[config.mk]
export PLATFORM = sky130hd
export DESIGN_NAME = sram_port_arbiter
export DESIGN_NICKNAME = d
export VERILOG_FILES = /design/src/rtl/sram_arb_pkg.sv /design/src/rtl/sram_rr_arb2.sv /design/src/rtl/sram_port_arbiter.sv
export SDC_FILE = /design/constraint.sdc
export NUM_CORES = 1
export LEC_CHECK = 0
export CORE_UTILIZATION = 30
export CTS_BUF_LIST = sky130_fd_sc_hd__clkbuf_8
export DETAILED_ROUTE_END_ITERATION = 8
export MAX_ROUTING_LAYER = met4
export PLACE_DENSITY_LB_ADDON = 0.25
export SYNTH_ARGS = -nofsm -noshare
export SYNTH_HDL_FRONTEND = slang
export SYNTH_SLANG_ARGS = --single-unit
[constraint.sdc]
create_clock -name clk -period 2.6 [get_ports clk]
set_input_delay 0.52 -clock clk [delete_from_list [all_inputs] [get_ports clk]]
set_output_delay 0.52 -clock clk [all_outputs]
set_load 0.02 [all_outputs]
[src/rtl/sram_arb_pkg.sv]
// Shared types and constants for the two-port SRAM arbiter.
//   state_e   : arbiter FSM state (zero-fill sweep, normal traffic)
//   port_id_t : requester index
//   PORT0/1   : requester index constants
package sram_arb_pkg;

    typedef enum logic [0:0] {
        ST_INIT = 1'b0,
        ST_RUN  = 1'b1
    } state_e;

    typedef logic port_id_t;

    localparam port_id_t PORT0 = 1'b0;
    localparam port_id_t PORT1 = 1'b1;

endpackage

[src/rtl/sram_rr_arb2.sv]
// Two-way round-robin grant.
//   clk, rst_n : clock, asynchronous active-low reset
//   req[1:0]   : request per port
//   advance    : an op was accepted this cycle; move the pointer
//   gnt[1:0]   : one-hot grant, or zero when nothing is requested
// The pointer names the port that wins a tie. After an accepted op it moves
// to the port that did not win, so a lone requester cannot starve the other.
module sram_rr_arb2
    import sram_arb_pkg::*;
(
    input  logic       clk,
    input  logic       rst_n,
    input  logic [1:0] req,
    input  logic       advance,
    output logic [1:0] gnt
);

    port_id_t ptr_q, ptr_d;

    always_comb begin
        gnt = 2'b00;
        case (req)
            2'b01:   gnt = 2'b01;
            2'b10:   gnt = 2'b10;
            2'b11:   gnt = (ptr_q == PORT0) ? 2'b01 : 2'b10;
            default: gnt = 2'b00;
        endcase
    end

    always_comb begin
        ptr_d = ptr_q;
        if (advance) begin
            ptr_d = gnt[1] ? PORT0 : PORT1;
        end
    end

    always_ff @(posedge clk or negedge rst_n) begin
        if (!rst_n) begin
            ptr_q <= PORT0;
        end else begin
            ptr_q <= ptr_d;
        end
    end

endmodule

[src/rtl/sram_port_arbiter.sv]
// Shares one single-port synchronous SRAM between two requesters.
//   clk, rst_n            : clock, asynchronous active-low reset
//   req_valid/ready/we/addr/wdata_{0,1} : request handshake per port; ready is
//                           a combinational grant, accept = valid && ready
//   rsp_valid/rdata_{0,1} : read response, one-cycle pulse, 2 edges after accept
//   mem_we/re/addr/wdata  : SRAM controls, driven combinationally from the grant
//   mem_rdata             : SRAM registered read data (1 cycle after mem_re)
//   init_done             : high once the arbiter accepts traffic
// With INIT_CLEAR set, every word is zero-filled after reset before any
// request is granted.
module sram_port_arbiter
    import sram_arb_pkg::*;
#(
    parameter int unsigned AW         = 10,
    parameter int unsigned DW         = 8,
    parameter bit          INIT_CLEAR = 1'b1
) (
    input  logic          clk,
    input  logic          rst_n,

    input  logic          req_valid_0,
    output logic          req_ready_0,
    input  logic          req_we_0,
    input  logic [AW-1:0] req_addr_0,
    input  logic [DW-1:0] req_wdata_0,
    output logic          rsp_valid_0,
    output logic [DW-1:0] rsp_rdata_0,

    input  logic          req_valid_1,
    output logic          req_ready_1,
    input  logic          req_we_1,
    input  logic [AW-1:0] req_addr_1,
    input  logic [DW-1:0] req_wdata_1,
    output logic          rsp_valid_1,
    output logic [DW-1:0] rsp_rdata_1,

    output logic          mem_we,
    output logic          mem_re,
    output logic [AW-1:0] mem_addr,
    output logic [DW-1:0] mem_wdata,
    input  logic [DW-1:0] mem_rdata,

    output logic          init_done
);

    localparam state_e StReset = INIT_CLEAR ? ST_INIT : ST_RUN;

    state_e        state_q, state_d;
    logic [AW-1:0] cnt_q, cnt_d;

    logic [1:0]    arb_req;
    logic [1:0]    gnt;
    logic          accept;

    logic          rd_pend_q, rd_pend_d;
    port_id_t      rd_port_q, rd_port_d;
    logic          rsp_valid_0_q, rsp_valid_0_d;
    logic          rsp_valid_1_q, rsp_valid_1_d;
    logic [DW-1:0] rsp_rdata_0_q, rsp_rdata_0_d;
    logic [DW-1:0] rsp_rdata_1_q, rsp_rdata_1_d;

    // ------------------------------------------------------------------
    // FSM and sweep counter
    // ------------------------------------------------------------------
    always_comb begin
        state_d = state_q;
        cnt_d   = cnt_q;
        if (state_q == ST_INIT) begin
            cnt_d = cnt_q + 1'b1;
            // Last word is written this cycle; traffic opens next cycle.
            if (&cnt_q) begin
                state_d = ST_RUN;
            end
        end
    end

    always_ff @(posedge clk or negedge rst_n) begin
        if (!rst_n) begin
            state_q <= StReset;
            cnt_q   <= '0;
        end else begin
            state_q <= state_d;
            cnt_q   <= cnt_d;
        end
    end

    assign init_done = (state_q == ST_RUN);

    // ------------------------------------------------------------------
    // Arbitration
    // ------------------------------------------------------------------
    assign arb_req = (state_q == ST_RUN) ? {req_valid_1, req_valid_0} : 2'b00;

    sram_rr_arb2 u_rr_arb (
        .clk     (clk),
        .rst_n   (rst_n),
        .req     (arb_req),
        .advance (accept),
        .gnt     (gnt)
    );

    // A grant is only issued to a valid requester, so grant implies accept.
    assign accept      = |gnt;
    assign req_ready_0 = gnt[0];
    assign req_ready_1 = gnt[1];

    // ------------------------------------------------------------------
    // SRAM port mux
    // ------------------------------------------------------------------
    always_comb begin
        mem_we    = 1'b0;
        mem_re    = 1'b0;
        mem_addr  = '0;
        mem_wdata = '0;
        if (state_q == ST_INIT) begin
            mem_we   = 1'b1;
            mem_addr = cnt_q;
        end else if (gnt[0]) begin
            mem_we    = req_we_0;
            mem_re    = ~req_we_0;
            mem_addr  = req_addr_0;
            mem_wdata = req_wdata_0;
        end else if (gnt[1]) begin
            mem_we    = req_we_1;
            mem_re    = ~req_we_1;
            mem_addr  = req_addr_1;
            mem_wdata = req_wdata_1;
        end
    end

    // ------------------------------------------------------------------
    // Read-return pipe: stage 1 remembers who read, stage 2 captures data
    // ------------------------------------------------------------------
    always_comb begin
        rd_pend_d     = mem_re;
        rd_port_d     = gnt[1] ? PORT1 : PORT0;
        rsp_valid_0_d = rd_pend_q && (rd_port_q == PORT0);
        rsp_valid_1_d = rd_pend_q && (rd_port_q == PORT1);
        rsp_rdata_0_d = rsp_valid_0_d ? mem_rdata : rsp_rdata_0_q;
        rsp_rdata_1_d = rsp_valid_1_d ? mem_rdata : rsp_rdata_1_q;
    end

    always_ff @(posedge clk or negedge rst_n) begin
        if (!rst_n) begin
            rd_pend_q     <= 1'b0;
            rd_port_q     <= PORT0;
            rsp_valid_0_q <= 1'b0;
            rsp_valid_1_q <= 1'b0;
            rsp_rdata_0_q <= '0;
            rsp_rdata_1_q <= '0;
        end else begin
            rd_pend_q     <= rd_pend_d;
            rd_port_q     <= rd_port_d;
            rsp_valid_0_q <= rsp_valid_0_d;
            rsp_valid_1_q <= rsp_valid_1_d;
            rsp_rdata_0_q <= rsp_rdata_0_d;
            rsp_rdata_1_q <= rsp_rdata_1_d;
        end
    end

    assign rsp_valid_0 = rsp_valid_0_q;
    assign rsp_valid_1 = rsp_valid_1_q;
    assign rsp_rdata_0 = rsp_rdata_0_q;
    assign rsp_rdata_1 = rsp_rdata_1_q;

endmodule
==> results of run 1 <==
## cell families (layout without fill, tap and decap cells)
| group | Yosys count | in the layout | synth area share |
|---|---|---|---|
| flip-flops | 32 | 32 | 0.509 |
| XOR/XNOR | 9 | 9 | 0.0501 |
| buffers and inverters | 9 | 107 | 0.0429 |
| AO/OA/AOI/OAI | 23 | 23 | 0.136 |
| AND/OR/NAND/NOR | 33 | 35 | 0.133 |
| adder cells (fa/ha/maj) | 1 | 1 | 0.00795 |
| multiplexers | 17 | 17 | 0.122 |
## worst paths after layout
path	startpoint	slack (ns)	endpoint	cells past startpoint
setup reg to reg	init_done	1.25	cnt_q[8]	4
hold / removal	rsp_rdata_1[5]	0.50	rsp_rdata_1[5]	1
max in group asynchronous	rst_n	1.67	rsp_rdata_0[3]	2
setup / recovery	req_valid_1	0.06	mem_wdata[1]	5
min in group asynchronous	rst_n	0.63	rsp_rdata_1[4]	2
hold reg to reg	rsp_rdata_1[5]	0.50	rsp_rdata_1[5]	1
## final cells by class
type,instances,area [um^2],share of cell area
inverter,2,7.51,0.00284
sequential,32,801,0.303
clock inverter,2,11.3,0.00427
timing repair buffer,97,930,0.352
clock buffer,6,82.6,0.0313
tap,67,83.8,0.0318
multi-input combinational,85,724,0.274
## per-layer routing
metal	part of all wire	global-route usage
met5	0	-
met3	0.081	0.0447
met4	0.012	0.0566
met1	0.41	0.189
met2	0.49	0.265
## cell usage in the layout (no fill, tap or decap), types with 4 or more instances in the layout
master / instances
clkbuf_8: 6
nor2b_1: 11
dlygate4sd2_1: 19
xor2_1: 5
mux2_2: 17
a221o_1: 11
a22o_2: 8
xnor2_1: 4
nand2_1: 6
dfrtp_1: 32
buf_4: 7
clkdlybuf4s50_1: 67
## worst max-delay path, delay by kind of cell
family                 cells  cell delay [ns]
and+or+nand+nor            2             0.38
AOI/OAI and AO/OA          1             0.29
buffers and inverters      2             0.83
## metrics by stage
step | utilization | hold slack, ns | area (um^2) | setup slack (ns) | power, mW
after floorplan | - | 0.224 | 1570 | 0.725 | 0.556
after global placement | 0.523 | 0.486 | 2550 | -0.197 | 0.675
after detailed placement | 0.523 | 0.492 | 2550 | -0.203 | 0.676
after CTS | 0.539 | 0.508 | 2630 | 0.0244 | 1.07
after global routing | 0.541 | 0.520 | 2640 | 0.0236 | 1.10
final | 0.541 | 0.504 | 2640 | 0.0591 | 1.05
## synthesized netlist by cell type (all sizes together)
library cell,instances,area [um^2]
dfrtp,32,801
a21oi,2,10.0
nand4b,1,23.8
nand4,1,6.26
inv,2,7.51
nand2b,1,6.26
nand2,6,22.5
nor3,2,10.0
a31oi,1,6.26
xor2,5,43.8
nand3,3,15.0
and3,2,22.5
o31ai,1,7.51
nand3b,3,22.5
xnor2,4,35.0
ha,1,12.5
buf,6,55.1
a221o,11,110
clkbuf,1,5.00
nor2,3,11.3
nor2b,11,68.8
a22o,8,80.1
mux2,17,191
## power by group through the flow
stage          clock (mW)  combinational, mW  sequential, mW
6_report            0.383              0.149           0.517
3_3_place_gp            0              0.149           0.526
5_1_grt             0.426              0.158           0.518
2_1_floorplan           0             0.0132           0.543
4_1_cts             0.400              0.151           0.517
3_5_place_dp            0              0.150           0.526
## timing repair
action | in CTS | in global routing
endpoints found under the setup margin | 21 | 12
pin swaps | 1 | 1
resized for setup | 22 | 5
cloned | 1 | 1
==> flow_metrics.tcl, run 1 <==
set metrics [dict create \
    routed_via_density 4.72 \
    drc 0 \
    clock_skew_ns 0.00475 \
    cp-end-kind "output port" \
    io_pins 91 \
    grt_pass1_wl_mm 6.49 \
    clkTransAtPathRegs_ns 0.07 \
    status "finished, final reports clean" \
    grt_usage 0.162 \
    routed_wirelength_mm 4.28 \
    crit_path_start_kind "primary input" \
    io_buffer_count 90 \
    fillCellCount 453 \
    hold_path_class "flop to flop" \
    cts_made_buffers 5 \
    ys_types 24 \
    core-area_um2 4880 \
    fin_cells 291 \
    netlist_area_um2 1570 \
    p_int_mw 0.821 \
    post-route-period-util 0.977 \
    place_congestion 0.764 \
    syn-num-nets 175 \
    drv_slew 0 \
    ant_nets 0 \
    antenna_cells 0 \
    rows 25 \
    arrival_ns 2.02 \
    drt_iter0_markers 63 \
    area_growth_pct 67.7 \
    cts_setup_buffers 0 \
    p_sw_mw 0.228 \
    period_minus_slack_ns 2.54 \
    drv_cap 0 \
    path_cells "clkdlybuf4s50_1, nand2_1, and3_2, a22o_2, dlygate4sd2_1" \
    cts_tree "yes" \
    dieArea_um2 5540 \
    grt_max_degree 33 \
    seqPwrFrac 0.493 \
    cts-hold-fix-buffers 0 \
    ir_worst_vdd_mv 0.374 \
    crit_fanout 10 \
    overflow 0 \
    grt_pass1_vias 1326 \
    syn_area_per_cell_um2 12.7 \
    regMostFlops "cnt_q" \
    swShare 0.218 \
    yosysWarnings 0 \
    clkLatencyLatePin_ns 0.28 \
    ys_seq_area_frac 0.509 \
    largest_reg_flops 10 \
    drtPass1Iterations 4 \
    final_nets 274 \
    required_ns 2.08 \
    power.density_nw_per_um2 397 \
    syn_inst 124 \
    power_frac_clock 0.365 \
    cts.sink_count 32 \
    fmax_mhz 394 \
    via_count 1373 \
    slew_headroom 0.724 \
    hpwl_mm 3.25 \
    final-setup-viol-count 0 \
    ys_seq_elements 32 \
    place_inst 281 \
    worst_slew_pin_slew_ns 0.414 \
    die_x_um 74.4 \
    htreeDepth 2 \
    crit_type "primary input to output port" \
    fin_setup_tns_ns 0 \
    hold_viol 0 \
    pwr-share-comb 0.142 \
    ctsLongestPathBuffers 2 \
    die_h_um 74.4 \
    drive_above_1_share 0.201 \
    slowest_delay_ns 0.51 \
    antenna_found_initial 0 \
    cts-root-buf "clkbuf_8" \
    initial_core_util 0.323 \
    leakage_nw 1.27 \
    rsz0062_at_grt "false" \
    wl_per_cell_um 14.7 \
    slowest_stage "clkdlybuf4s50_1" \
]
Note: power is estimated with default switching activity, not from simulation.
==> run 2: changes to the inputs <==
- CTS_BUF_LIST: sky130_fd_sc_hd__clkbuf_8 -> not set
==> flow_metrics.tcl, run 2 (synthesized netlist as in run 1, its figures left out) <==
set metrics [dict create \
    dpl_cell_area_um2 2550 \
    drv_cap 0 \
    antenna_cells 0 \
    worst_slew_pin_slew_ns 0.414 \
    drv_slew 0 \
    crit_path_start_kind "primary input" \
    path_delay_family "buffers and inverters" \
    grt_pass1_vias 1326 \
    largest_reg_flops 10 \
    arrival_ns 2.02 \
    post-route-period-util 0.977 \
    finalPower_mw 1.05 \
    fin_cells 291 \
    dieArea_um2 5540 \
    layout_common_cells "clkdlybuf4s50_1, dfrtp_1, dlygate4sd2_1" \
    ctsLongestPathBuffers 2 \
    slowest_delay_ns 0.51 \
    clkLatencyLatePin_ns 0.28 \
    drive_above_1_share 0.201 \
    io_pins 91 \
    drt_iter0_markers 63 \
    grt_usage 0.162 \
    hpwl_mm 3.25 \
    core-area_um2 4880 \
    slowest_stage "clkdlybuf4s50_1" \
    io_buffer_count 90 \
    die_h_um 74.4 \
    htreeDepth 2 \
    routed_wirelength_mm 4.28 \
    final-setup-viol-count 0 \
    grt_max_degree 33 \
    power.density_nw_per_um2 399 \
    initial_core_util 0.323 \
    cp-end-kind "output port" \
    ir_worst_vdd_mv 0.374 \
    place_inst 281 \
    die_x_um 74.4 \
    final_common_cell "clkdlybuf4s50_1" \
    clock_skew_ns 0.00449 \
    period_minus_slack_ns 2.54 \
    required_ns 2.08 \
    final_area_um2 2640 \
    hold_path_class "flop to flop" \
    slew_headroom 0.724 \
    cts_tree "yes" \
    cts-hold-fix-buffers 0 \
    drtPass1Iterations 4 \
    cp.buffers_inverters 2 \
    routed_via_density 4.71 \
    leakage_nw 1.27 \
    hold_viol 0 \
    status "finished, final reports clean" \
    drc 0 \
    fmax_mhz 394 \
    wl_per_cell_um 14.7 \
    reg2reg_from "init_done" \
    regMostFlops "cnt_q" \
    ant_nets 0 \
    crit_fanout 10 \
    hold_start "rsp_rdata_1[5]" \
    rsz0062_at_grt "false" \
    overflow 0 \
    place_congestion 0.764 \
    cts_made_buffers 5 \
    grt_pass1_wl_mm 6.49 \
    cts.sink_count 32 \
    critPathLaunch "req_valid_1" \
    final_nets 274 \
    path_cells "clkdlybuf4s50_1, nand2_1, and3_2, a22o_2, dlygate4sd2_1" \
    cts-root-buf "clkbuf_8" \
    crit_type "primary input to output port" \
    via_count 1371 \
    clkTransAtPathRegs_ns 0.07 \
    area_growth_pct 67.7 \
    antenna_found_initial 0 \
    rows 25 \
]
[run 2: final timing paths]
check,end,slack [ns],depth (start not counted)
max reg2reg,cnt_q[8],1.25,4
max in group asynchronous,rsp_rdata_0[3],1.67,2
min in group asynchronous,rsp_rdata_1[4],0.63,2
min,rsp_rdata_1[5],0.50,1
min reg2reg,rsp_rdata_1[5],0.50,1
max,mem_wdata[1],0.06,5
[run 2: power breakdown]
group	internal [mW]	switching [mW]
Clock	0.215	0.172
Combinational	0.0988	0.0502
Sequential	0.511	0.00590
Total	0.825	0.228
[run 2: per-layer routing]
layer | GRT usage | vias up | share of wire
li1 | - | 657 | -
met5 | - | - | 0
met1 | 0.189 | 660 | 0.41
met4 | 0.0566 | 0 | 0.012
met3 | 0.0447 | 5 | 0.081
met2 | 0.265 | 49 | 0.49
[run 2: what timing repair did]
action,CTS,global route
cloned,1,1
resized for setup,22,5
setup buffers,0,0
endpoints found under the setup margin,21,12
pin swaps,1,1
[run 2: layout make-up]
| class | count | area, um^2 |
|---|---|---|
| multi-input cells | 85 | 724 |
| flip-flops and latches | 32 | 801 |
| clock inverters | 1 | 7.51 |
| repair buffers | 97 | 930 |
| inverters | 2 | 7.51 |
| well taps | 67 | 83.8 |
| clock buffers | 7 | 86.3 |
| fillers | 453 | 2240 |
[run 2: through the flow]
stage	utilization	setup TNS, ns	worst slack [ns]	hold slack (ns)
5_1_grt	0.541	0	0.0236	0.520
2_1_floorplan	-	0	0.725	0.224
3_5_place_dp	0.523	-3.63	-0.203	0.492
3_3_place_gp	0.523	-3.33	-0.197	0.486
4_1_cts	0.539	0	0.0244	0.508
6_report	0.541	0	0.0593	0.504
[run 2: worst register-to-register path: stages (launching register included)]
cell and delay (ns):
dfrtp_1 0.46, buf_4 0.23, nand3b_1 0.19, nor3_1 0.22
xor2_1 0.17
